===== src/rtl/alu_pkg.sv =====
// Shared definitions for the RV32I ALU: width, funct3 operation codes, bit-reverse helper.
package alu_pkg;

    localparam int unsigned XLEN = 32;
    localparam int unsigned SHAMT_W = 5;

    localparam logic [2:0] ALU_ADD  = 3'd0;
    localparam logic [2:0] ALU_SLL  = 3'd1;
    localparam logic [2:0] ALU_SLT  = 3'd2;
    localparam logic [2:0] ALU_SLTU = 3'd3;
    localparam logic [2:0] ALU_XOR  = 3'd4;
    localparam logic [2:0] ALU_SR   = 3'd5;
    localparam logic [2:0] ALU_OR   = 3'd6;
    localparam logic [2:0] ALU_AND  = 3'd7;

    function automatic logic [XLEN-1:0] bit_rev(input logic [XLEN-1:0] v);
        logic [XLEN-1:0] r;
        r = '0;
        for (int i = 0; i < int'(XLEN); i++) begin
            r[i] = v[XLEN-1-i];
        end
        return r;
    endfunction

endpackage


===== src/rtl/alu_shifter.sv =====
// Log barrel shifter; left shifts reuse the right-shift stages via bit reversal.
module alu_shifter
    import alu_pkg::*;
(
    input  logic [XLEN-1:0]    data_i,
    input  logic [SHAMT_W-1:0] shamt_i,
    input  logic               left_i,
    input  logic               arith_i,
    output logic [XLEN-1:0]    result_c
);

    logic            fill;
    logic [XLEN-1:0] s0, s1, s2, s3, s4, s5;

    // Sign fill only applies to arithmetic right shifts.
    assign fill = arith_i & ~left_i & data_i[XLEN-1];

    assign s0 = left_i ? bit_rev(data_i) : data_i;
    assign s1 = shamt_i[0] ? {fill, s0[XLEN-1:1]}         : s0;
    assign s2 = shamt_i[1] ? {{2{fill}}, s1[XLEN-1:2]}    : s1;
    assign s3 = shamt_i[2] ? {{4{fill}}, s2[XLEN-1:4]}    : s2;
    assign s4 = shamt_i[3] ? {{8{fill}}, s3[XLEN-1:8]}    : s3;
    assign s5 = shamt_i[4] ? {{16{fill}}, s4[XLEN-1:16]}  : s4;

    assign result_c = left_i ? bit_rev(s5) : s5;

endmodule


===== src/rtl/rv32i_alu.sv =====
// RV32I execute-stage ALU: combinational operation select, result registered (1-cycle latency).
module rv32i_alu
    import alu_pkg::*;
(
    input  logic            clk,
    input  logic            rst,
    input  logic [XLEN-1:0] A,
    input  logic [XLEN-1:0] B,
    input  logic [2:0]      sel,
    input  logic            ext,
    output logic [XLEN-1:0] Y
);

    logic [XLEN-1:0] y_d, y_q;
    logic [XLEN-1:0] sum;
    logic [XLEN:0]   diff_s, diff_u;
    logic            lt_s, lt_u;
    logic [XLEN-1:0] shift_res;
    logic [XLEN-1:0] unused_diff;

    // ext selects subtract by inverting B and injecting a carry-in.
    assign sum = A + (ext ? ~B : B) + XLEN'(ext);

    // Dedicated 33-bit compares: the borrow out of the extended subtract is the less-than.
    assign diff_s = {A[XLEN-1], A} - {B[XLEN-1], B};
    assign diff_u = {1'b0, A} - {1'b0, B};
    assign lt_s   = diff_s[XLEN];
    assign lt_u   = diff_u[XLEN];
    assign unused_diff = diff_s[XLEN-1:0] ^ diff_u[XLEN-1:0];

    alu_shifter u_shifter (
        .data_i   (A),
        .shamt_i  (B[SHAMT_W-1:0]),
        .left_i   (sel == ALU_SLL),
        .arith_i  (ext),
        .result_c (shift_res)
    );

    always_comb begin
        y_d = '0;
        case (sel)
            ALU_ADD:  y_d = sum;
            ALU_SLL:  y_d = shift_res;
            ALU_SLT:  y_d = XLEN'(lt_s);
            ALU_SLTU: y_d = XLEN'(lt_u);
            ALU_XOR:  y_d = A ^ B;
            ALU_SR:   y_d = shift_res;
            ALU_OR:   y_d = A | B;
            ALU_AND:  y_d = A & B;
            default:  y_d = '0;
        endcase
    end

    always_ff @(posedge clk) begin
        if (rst) begin
            y_q <= '0;
        end else begin
            y_q <= y_d;
        end
    end

    assign Y = y_q;

endmodule


===== config.mk =====
export PLATFORM = sky130hd
export DESIGN_NAME = rv32i_alu
export DESIGN_NICKNAME = d
export VERILOG_FILES = /design/src/rtl/alu_pkg.sv /design/src/rtl/alu_shifter.sv /design/src/rtl/rv32i_alu.sv
export SDC_FILE = /design/constraint.sdc
export NUM_CORES = 1
export LEC_CHECK = 0
export BUFFER_PORTS_ARGS = -buffer_cell sky130_fd_sc_hd__buf_4
export CAP_MARGIN = 20
export CORE_ASPECT_RATIO = 1.5
export CORE_MARGIN = 3
export CORE_UTILIZATION = 55
export CTS_CLUSTER_SIZE = 10
export DETAILED_ROUTE_END_ITERATION = 10
export HOLD_SLACK_MARGIN = 0.03
export PLACE_DENSITY = 0.82
export SLEW_MARGIN = 15
export SYNTH_ARGS = -nofsm -noshare
export SYNTH_HDL_FRONTEND = slang
export SYNTH_SLANG_ARGS = --single-unit

===== constraint.sdc =====
create_clock -name clk -period 9.7 [get_ports clk]
set_input_delay 2.91 -clock clk [delete_from_list [all_inputs] [get_ports clk]]
set_output_delay 2.91 -clock clk [all_outputs]
set_load 0.005 [all_outputs]

==> results of run 1 <==
metal layers:
layer  wire length, um  vias up
met5                 0        -
met4              2484        0
met3              3389      151
met2             13050      607
met1             10120     3796
li1                  -     3699
worst min-delay path by stage:
stage | from | end | slack (ns) | cells past startpoint
global route | rst | Y[18]$_SDFF_PP0_ | 3.06 | 2
floorplan | rst | Y[28]$_SDFF_PP0_ | 3.12 | 2
finish | rst | Y[20]$_SDFF_PP0_ | 3.05 | 2
CTS | rst | Y[20]$_SDFF_PP0_ | 3.03 | 2
detailed placement | Y[6]$_SDFF_PP0_ | Y[6] | 3.29 | 1
global placement | Y[16]$_SDFF_PP0_ | Y[16] | 3.29 | 1
power groups by stage:
stage / Sequential (uW) / Combinational (uW) / Clock, uW
2_1_floorplan: 151 / 321 / 0
3_3_place_gp: 150 / 495 / 0
3_5_place_dp: 150 / 498 / 0
4_1_cts: 148 / 500 / 175
5_1_grt: 148 / 553 / 179
6_report: 147 / 518 / 174
cells by family after synthesis:
kind of cell	synth area share [%]
compound gates	25.67
simple gates	13.07
buf+inv	8.072
fa+ha+maj	21.06
mux	17.32
xor+xnor	6.355
flops	8.452
cell usage after synthesis, types with 3 or more instances:
cell type and instances:
buf_6 4, and3_1 7, o2111ai_1 3, o22ai_1 10, ha_1 126, o211ai_1 6, nor3_1 9, o31ai_1 3
o21ai_0 67, xnor2_1 10, nor4_1 4, xor2_1 45, and2_1 3, a21oi_1 101, nand3_1 10, a22oi_1 9
a211oi_1 14, a21o_1 10, nor2_1 85, o221a_2 4, o21bai_1 9, mux4_2 24, a31oi_1 10, o21a_1 6
nor2b_1 7, inv_1 86, nand4_1 5, a221oi_1 16, clkbuf_1 35, mux2i_1 67, a22o_1 7, buf_1 7
a222oi_1 3, o221ai_1 4, nand2b_1 5, mux2_2 3, or3_1 3, nand2_1 75, buf_2 11, dfxtp_1 32
per-stage QoR:
stage               area [um2]  setup slack (ns)  hold slack (ns)
floorplan                 7580             3.450            3.123
global placement          8325             3.011            3.289
detailed placement        8325             2.921            3.290
CTS                       8493             3.186            3.035
global route              8493             2.736            3.059
finish                    8493             3.075            3.049
layout make-up:
cell class              count  area [um2]
multi-input cells         808        6334
clock inverters             3       42.54
fillers                  1186        4716
flip-flops and latches     32       640.6
inverters                  89       334.1
repair buffers            109       818.3
well taps                 159       198.9
clock buffers               5       125.1
==> metrics.txt, run 1 <==
# TYPE chip_impl_metric gauge
chip_impl_metric{name="fin_crit",unit="ns"} 6.625
chip_impl_metric{name="drtAntennaViolNets",unit=""} 0
chip_impl_info{name="timing.critical_path.slowest_stage_cell",value="a21oi_1"} 1
chip_impl_metric{name="p_leak",unit="uW"} 0.004109
chip_impl_metric{name="yosysWarningCount",unit=""} 0
chip_impl_info{name="cp-endpoint",value="Y[30]$_SDFF_PP0_"} 1
chip_impl_metric{name="p_switching",unit="uW"} 375.3
chip_impl_metric{name="finalHoldViolCount",unit=""} 0
chip_impl_metric{name="placed_cells_incl_taps",unit=""} 1197
chip_impl_metric{name="antenna_cells",unit=""} 0
chip_impl_metric{name="global_route.usage.total",unit="%"} 37.40
chip_impl_metric{name="drt_first_pass_iters",unit=""} 7
chip_impl_info{name="crit_chain",value="buf_4, xor2_1, inv_1, fa_1, nor2b_1, o211ai_1, a31oi_1, o211ai_1, o31ai_1, nand4_1, a21oi_1, o21ai_0, a2111oi_0, a211o_1"} 1
chip_impl_metric{name="grt_pass1_vias",unit=""} 7666
chip_impl_metric{name="path_depth",unit=""} 14
chip_impl_info{name="gr-max-usage-layer",value="met2"} 1
chip_impl_metric{name="synth_enable_flop_cells",unit=""} 0
chip_impl_info{name="cts-root-buf",value="clkbuf_16"} 1
chip_impl_metric{name="postSynthAreaPerCell",unit="um2"} 7.664
chip_impl_metric{name="via_count",unit=""} 8253
chip_impl_metric{name="drt_iter0_markers",unit=""} 1026
chip_impl_info{name="crit_path_start",value="ext"} 1
chip_impl_metric{name="power.share.sequential",unit="%"} 17.5
chip_impl_metric{name="synth_fp_nets",unit=""} 1186
chip_impl_metric{name="post-synth-top-area-fraction",unit="%"} 20.80
chip_impl_metric{name="power.combinational.fraction",unit="%"} 61.7
chip_impl_metric{name="fin_util",unit="%"} 64.30
chip_impl_metric{name="design_power_total",unit="uW"} 839.5
chip_impl_metric{name="critPathMaxStageDelay",unit="ns"} 0.48
chip_impl_metric{name="cts_buffers",unit=""} 5
chip_impl_metric{name="internal-power",unit="uW"} 464.2
chip_impl_metric{name="largest_reg_flops",unit=""} 32
chip_impl_info{name="most_frequent_standard_cell_in_the_layout_excluding_fill_and_tap_cells",value="ha_1"} 1
chip_impl_metric{name="power-per-cell-area",unit="mW/mm2"} 98.85
chip_impl_metric{name="share_clk_of_total_power",unit="%"} 20.7
chip_impl_metric{name="met1_track_demand_over_resource",unit="%"} 45.31
chip_impl_metric{name="cp_num_buf_inv",unit=""} 2
chip_impl_metric{name="period_share",unit="%"} 68.30
chip_impl_info{name="ys_top_cells_by_area",value="ha_1 21%, mux2i_1 8.8%, dfxtp_1 8.5%"} 1
chip_impl_metric{name="areaGrowthSynthToFinish",unit="%"} 12.05
chip_impl_metric{name="cts_sinks",unit=""} 32
chip_impl_metric{name="grt_start_max_net_pins",unit=""} 54
chip_impl_metric{name="arrival",unit="ns"} 6.85
chip_impl_metric{name="clock_pin_slew_on_the_worst_setup_and_hold_paths",unit="ns"} 0.05
chip_impl_info{name="crit_path_most_repeated_cell",value="o211ai_1"} 1
chip_impl_info{name="mostFrequentLayoutCells",value="126 x ha_1, 109 x buf_4, 101 x a21oi_1, 86 x inv_1, 85 x nor2_1"} 1
chip_impl_metric{name="row_count",unit=""} 51
chip_impl_metric{name="finalNonFillerCells",unit=""} 1205
chip_impl_info{name="hp-class",value="in2reg"} 1
chip_impl_metric{name="mappedNetlistArea",unit="mm2"} 0.007580
chip_impl_metric{name="avgViaCountPerCell",unit=""} 6.849
chip_impl_metric{name="tightest_pin_transition",unit="ns"} 0.8970
chip_impl_metric{name="groute.layer.met3.usage",unit="%"} 7.463
chip_impl_metric{name="yosys.cell_types.count",unit=""} 72
chip_impl_metric{name="core-area",unit="mm2"} 0.01321
chip_impl_metric{name="ctsResizeCount",unit=""} 0
chip_impl_metric{name="die-area",unit="mm2"} 0.01525
chip_impl_metric{name="setup-violations-final",unit=""} 0
chip_impl_metric{name="place.detailed.hpwl",unit="mm"} 23.22
chip_impl_info{name="yosys_most_used_dff",value="dfxtp_1"} 1
chip_impl_metric{name="yosys_register_bits",unit=""} 32
chip_impl_metric{name="cts_max_path_buffers",unit=""} 2
chip_impl_info{name="synthDominantAreaCellType",value="ha_1"} 1
chip_impl_metric{name="worst_ir_drop_vdd",unit="mV"} 0.1164
chip_impl_metric{name="grt_first_pass_wirelength",unit="mm"} 43.47
chip_impl_metric{name="post_dr_wirelength_cell",unit="um"} 24.10
chip_impl_info{name="run_status",value="completed"} 1
chip_impl_metric{name="cts_setup_buffers",unit=""} 0
chip_impl_metric{name="timing.setup.tns",unit="ns"} 0
chip_impl_metric{name="port-buffer-count",unit=""} 101
chip_impl_metric{name="clock_tree.htree_level_count",unit=""} 2
chip_impl_metric{name="synth_seq_area_share",unit="%"} 8.452
chip_impl_metric{name="die_w",unit="um"} 101.9
chip_impl_info{name="rsz_0062_raised_after_global_routing",value="false"} 1
chip_impl_metric{name="timing.fmax",unit="MHz"} 151.0
chip_impl_metric{name="wl",unit="mm"} 29.04
chip_impl_metric{name="postSynth.asyncResetShare",unit="%"} 0
chip_impl_metric{name="drc",unit=""} 0
chip_impl_metric{name="max_cap_violations",unit=""} 0
chip_impl_metric{name="crit_fanout",unit=""} 34
chip_impl_metric{name="gp_congestion",unit=""} 1.110
chip_impl_info{name="end_kind",value="register"} 1
chip_impl_metric{name="worst_rel_slew_slack",unit="%"} 39.98
chip_impl_metric{name="initial_antenna_violation_count",unit=""} 0
chip_impl_metric{name="remaining_global_route_overflow",unit=""} 0
chip_impl_metric{name="power.switching_fraction",unit="%"} 44.70
chip_impl_metric{name="die_height",unit="um"} 149.8
chip_impl_metric{name="syn-instance-count",unit=""} 989
chip_impl_info{name="cts_tree",value="done"} 1
chip_impl_metric{name="design.portCount",unit=""} 102
chip_impl_info{name="timing.critical_path.from_type",value="input port"} 1
chip_impl_metric{name="cts_hold_buffers",unit=""} 0
chip_impl_metric{name="critPathRequiredTime",unit="ns"} 9.92
chip_impl_metric{name="grt.met2_usage",unit="%"} 58.62
chip_impl_metric{name="nets",unit=""} 1242
chip_impl_info{name="worst_path_dominant_cell_family",value="compound AO/OA/AOI/OAI gates"} 1
chip_impl_metric{name="floorplan.initialDensity",unit="%"} 57.38
chip_impl_info{name="timing.setup.critical_path_class",value="in2reg"} 1
chip_impl_metric{name="report.final.slew_viol_count",unit=""} 0
chip_impl_metric{name="drive_gt1_share",unit="%"} 14.63
Note: power is estimated with default switching activity, not from simulation.
==> run 2, diff against run 1 <==
- clock period: 9.7 -> 6.4 ns (I/O delays scaled with it)
==> metrics.txt, run 2 (synthesis results as in run 1) <==
# TYPE chip_impl_metric gauge
chip_impl_metric{name="place.detailed.hpwl",unit="mm"} 23.92
chip_impl_metric{name="max_cap_violations",unit=""} 0
chip_impl_metric{name="drc",unit=""} 0
chip_impl_metric{name="wl",unit="mm"} 29.71
chip_impl_info{name="cts-root-buf",value="clkbuf_16"} 1
chip_impl_metric{name="port-buffer-count",unit=""} 101
chip_impl_metric{name="cts_sinks",unit=""} 32
chip_impl_metric{name="worst_ir_drop_vdd",unit="mV"} 0.1167
chip_impl_metric{name="grt_pass1_vias",unit=""} 7888
chip_impl_metric{name="clock_pin_slew_on_the_worst_setup_and_hold_paths",unit="ns"} 0.06
chip_impl_metric{name="worst_rel_slew_slack",unit="%"} 30.82
chip_impl_metric{name="finalHoldViolCount",unit=""} 0
chip_impl_metric{name="timing.fmax",unit="MHz"} 185.9
chip_impl_info{name="most_frequent_standard_cell_in_the_layout_excluding_fill_and_tap_cells",value="ha_1"} 1
chip_impl_metric{name="p_leak",unit="uW"} 0.004158
chip_impl_metric{name="global_route.usage.total",unit="%"} 38.44
chip_impl_metric{name="drt_iter0_markers",unit=""} 972
chip_impl_metric{name="antenna_cells",unit=""} 0
chip_impl_metric{name="grt_first_pass_wirelength",unit="mm"} 44.59
chip_impl_metric{name="drt_first_pass_iters",unit=""} 5
chip_impl_metric{name="min_path_cells",unit=""} 2
chip_impl_metric{name="arrival",unit="ns"} 5.61
chip_impl_metric{name="period_share",unit="%"} 84.07
chip_impl_metric{name="avgViaCountPerCell",unit=""} 6.814
chip_impl_metric{name="die_w",unit="um"} 101.9
chip_impl_metric{name="clock_tree.htree_level_count",unit=""} 2
chip_impl_metric{name="ctsResizeCount",unit=""} 0
chip_impl_metric{name="grt_start_max_net_pins",unit=""} 52
chip_impl_info{name="rsz_0062_raised_after_global_routing",value="false"} 1
chip_impl_metric{name="largest_reg_flops",unit=""} 32
chip_impl_metric{name="die_height",unit="um"} 149.8
chip_impl_metric{name="setup-violations-final",unit=""} 0
chip_impl_metric{name="critPathRequiredTime",unit="ns"} 6.63
chip_impl_metric{name="drive_gt1_share",unit="%"} 15.68
chip_impl_metric{name="row_count",unit=""} 51
chip_impl_info{name="route.top_layer_used",value="met4"} 1
chip_impl_metric{name="design.portCount",unit=""} 102
chip_impl_metric{name="areaGrowthSynthToFinish",unit="%"} 13.09
chip_impl_info{name="timing.critical_path.from_type",value="input port"} 1
chip_impl_info{name="run_status",value="completed"} 1
chip_impl_metric{name="power-per-cell-area",unit="mW/mm2"} 145.9
chip_impl_metric{name="drtAntennaViolNets",unit=""} 0
chip_impl_metric{name="crit_fanout",unit=""} 16
chip_impl_metric{name="via_count",unit=""} 8300
chip_impl_metric{name="cts_hold_buffers",unit=""} 0
chip_impl_metric{name="remaining_global_route_overflow",unit=""} 0
chip_impl_metric{name="gp_congestion",unit=""} 1.109
chip_impl_info{name="timing.setup.critical_path_class",value="in2reg"} 1
chip_impl_metric{name="cts_setup_buffers",unit=""} 0
chip_impl_metric{name="fin_crit",unit="ns"} 5.380
chip_impl_info{name="mostFrequentLayoutCells",value="126 x ha_1, 122 x buf_4, 101 x a21oi_1, 86 x inv_1, 85 x nor2_1"} 1
chip_impl_info{name="end_kind",value="register"} 1
chip_impl_metric{name="core-area",unit="mm2"} 0.01321
chip_impl_metric{name="cts_max_path_buffers",unit=""} 2
chip_impl_info{name="worstHoldStart",value="rst"} 1
chip_impl_metric{name="met3_wire_length",unit="mm"} 2.787
chip_impl_metric{name="routed-wl-met2",unit="mm"} 13.84
chip_impl_metric{name="initial_antenna_violation_count",unit=""} 0
chip_impl_metric{name="tightest_pin_transition",unit="ns"} 1.038
chip_impl_info{name="hp-class",value="in2reg"} 1
chip_impl_metric{name="die-area",unit="mm2"} 0.01525
chip_impl_metric{name="floorplan.initialDensity",unit="%"} 57.38
chip_impl_metric{name="cts_buffers",unit=""} 5
chip_impl_metric{name="nets",unit=""} 1255
chip_impl_metric{name="timing.setup.tns",unit="ns"} 0
chip_impl_metric{name="post_dr_wirelength_cell",unit="um"} 24.39
chip_impl_metric{name="design_power_total",unit="uW"} 1251
chip_impl_info{name="cts_tree",value="done"} 1
chip_impl_metric{name="detail_route.wirelength.met1",unit="mm"} 10.96
chip_impl_metric{name="report.final.slew_viol_count",unit=""} 0
chip_impl_info{name="min_to",value="Y[18]$_SDFF_PP0_"} 1
## run 2: changes by cell type in the layout (fill, tap and decap cells not counted)
cell	previous run	this run
buf_4	109	122
bufinv_16	1	0
clkinv_2	1	0
clkinv_4	0	1
clkinvlp_4	1	2
## run 2: per-layer routing
metal	vias up	track usage, %
li1	3732	-
met1	3914	46.81
met2	534	62.75
met3	120	5.877
met4	0	23.64
met5	-	0
## run 2: worst max-delay path by stage
stage | startpoint | endpoint | slack [ns]
after CTS | ext | Y[30]$_SDFF_PP0_ | 1.15
after global placement | ext | Y[27]$_SDFF_PP0_ | 0.93
after global routing | ext | Y[30]$_SDFF_PP0_ | 0.84
after floorplan | ext | Y[30]$_SDFF_PP0_ | 1.14
final | ext | Y[30]$_SDFF_PP0_ | 1.02
after detailed placement | ext | Y[30]$_SDFF_PP0_ | 0.88
## run 2: power by group
part | switching, uW | total [uW] | internal [uW]
logic | 486 | 796 | 310
clock network | 88.0 | 232 | 144
registers | 4.61 | 223 | 218
## run 2: critical path, cell delays in order
cell	delay, ns
buf_4	0.28
xor2_1	0.24
inv_1	0.09
fa_1	0.44
nor2b_1	0.18
o211ai_1	0.13
a31oi_1	0.33
o211ai_1	0.20
o31ai_1	0.37
nand4_1	0.17
a21oi_1	0.42
o21ai_0	0.21
a2111oi_0	0.46
a211o_1	0.15
## run 2: metrics by stage
stage	hold slack, ns	utilization (%)	setup slack [ns]	cells	instance area (um2)
after floorplan	2.133	-	1.140	989	7580
after global placement	2.300	63.77	0.9258	1210	8423
after detailed placement	2.299	63.77	0.8811	1210	8423
after CTS	2.042	64.90	1.148	1218	8572
after global routing	2.068	64.90	0.8358	1218	8572
final	2.060	64.90	1.020	1218	8572
## run 2: area by class of cell
type	count	area, um2
Tap cell	159	198.9
Multi-Input combinational cell	808	6334
Inverter	89	334.1
Sequential cell	32	640.6
Clock inverter	3	23.77
Fill cell	1171	4637
Clock buffer	5	125.1
Timing Repair Buffer	122	915.9
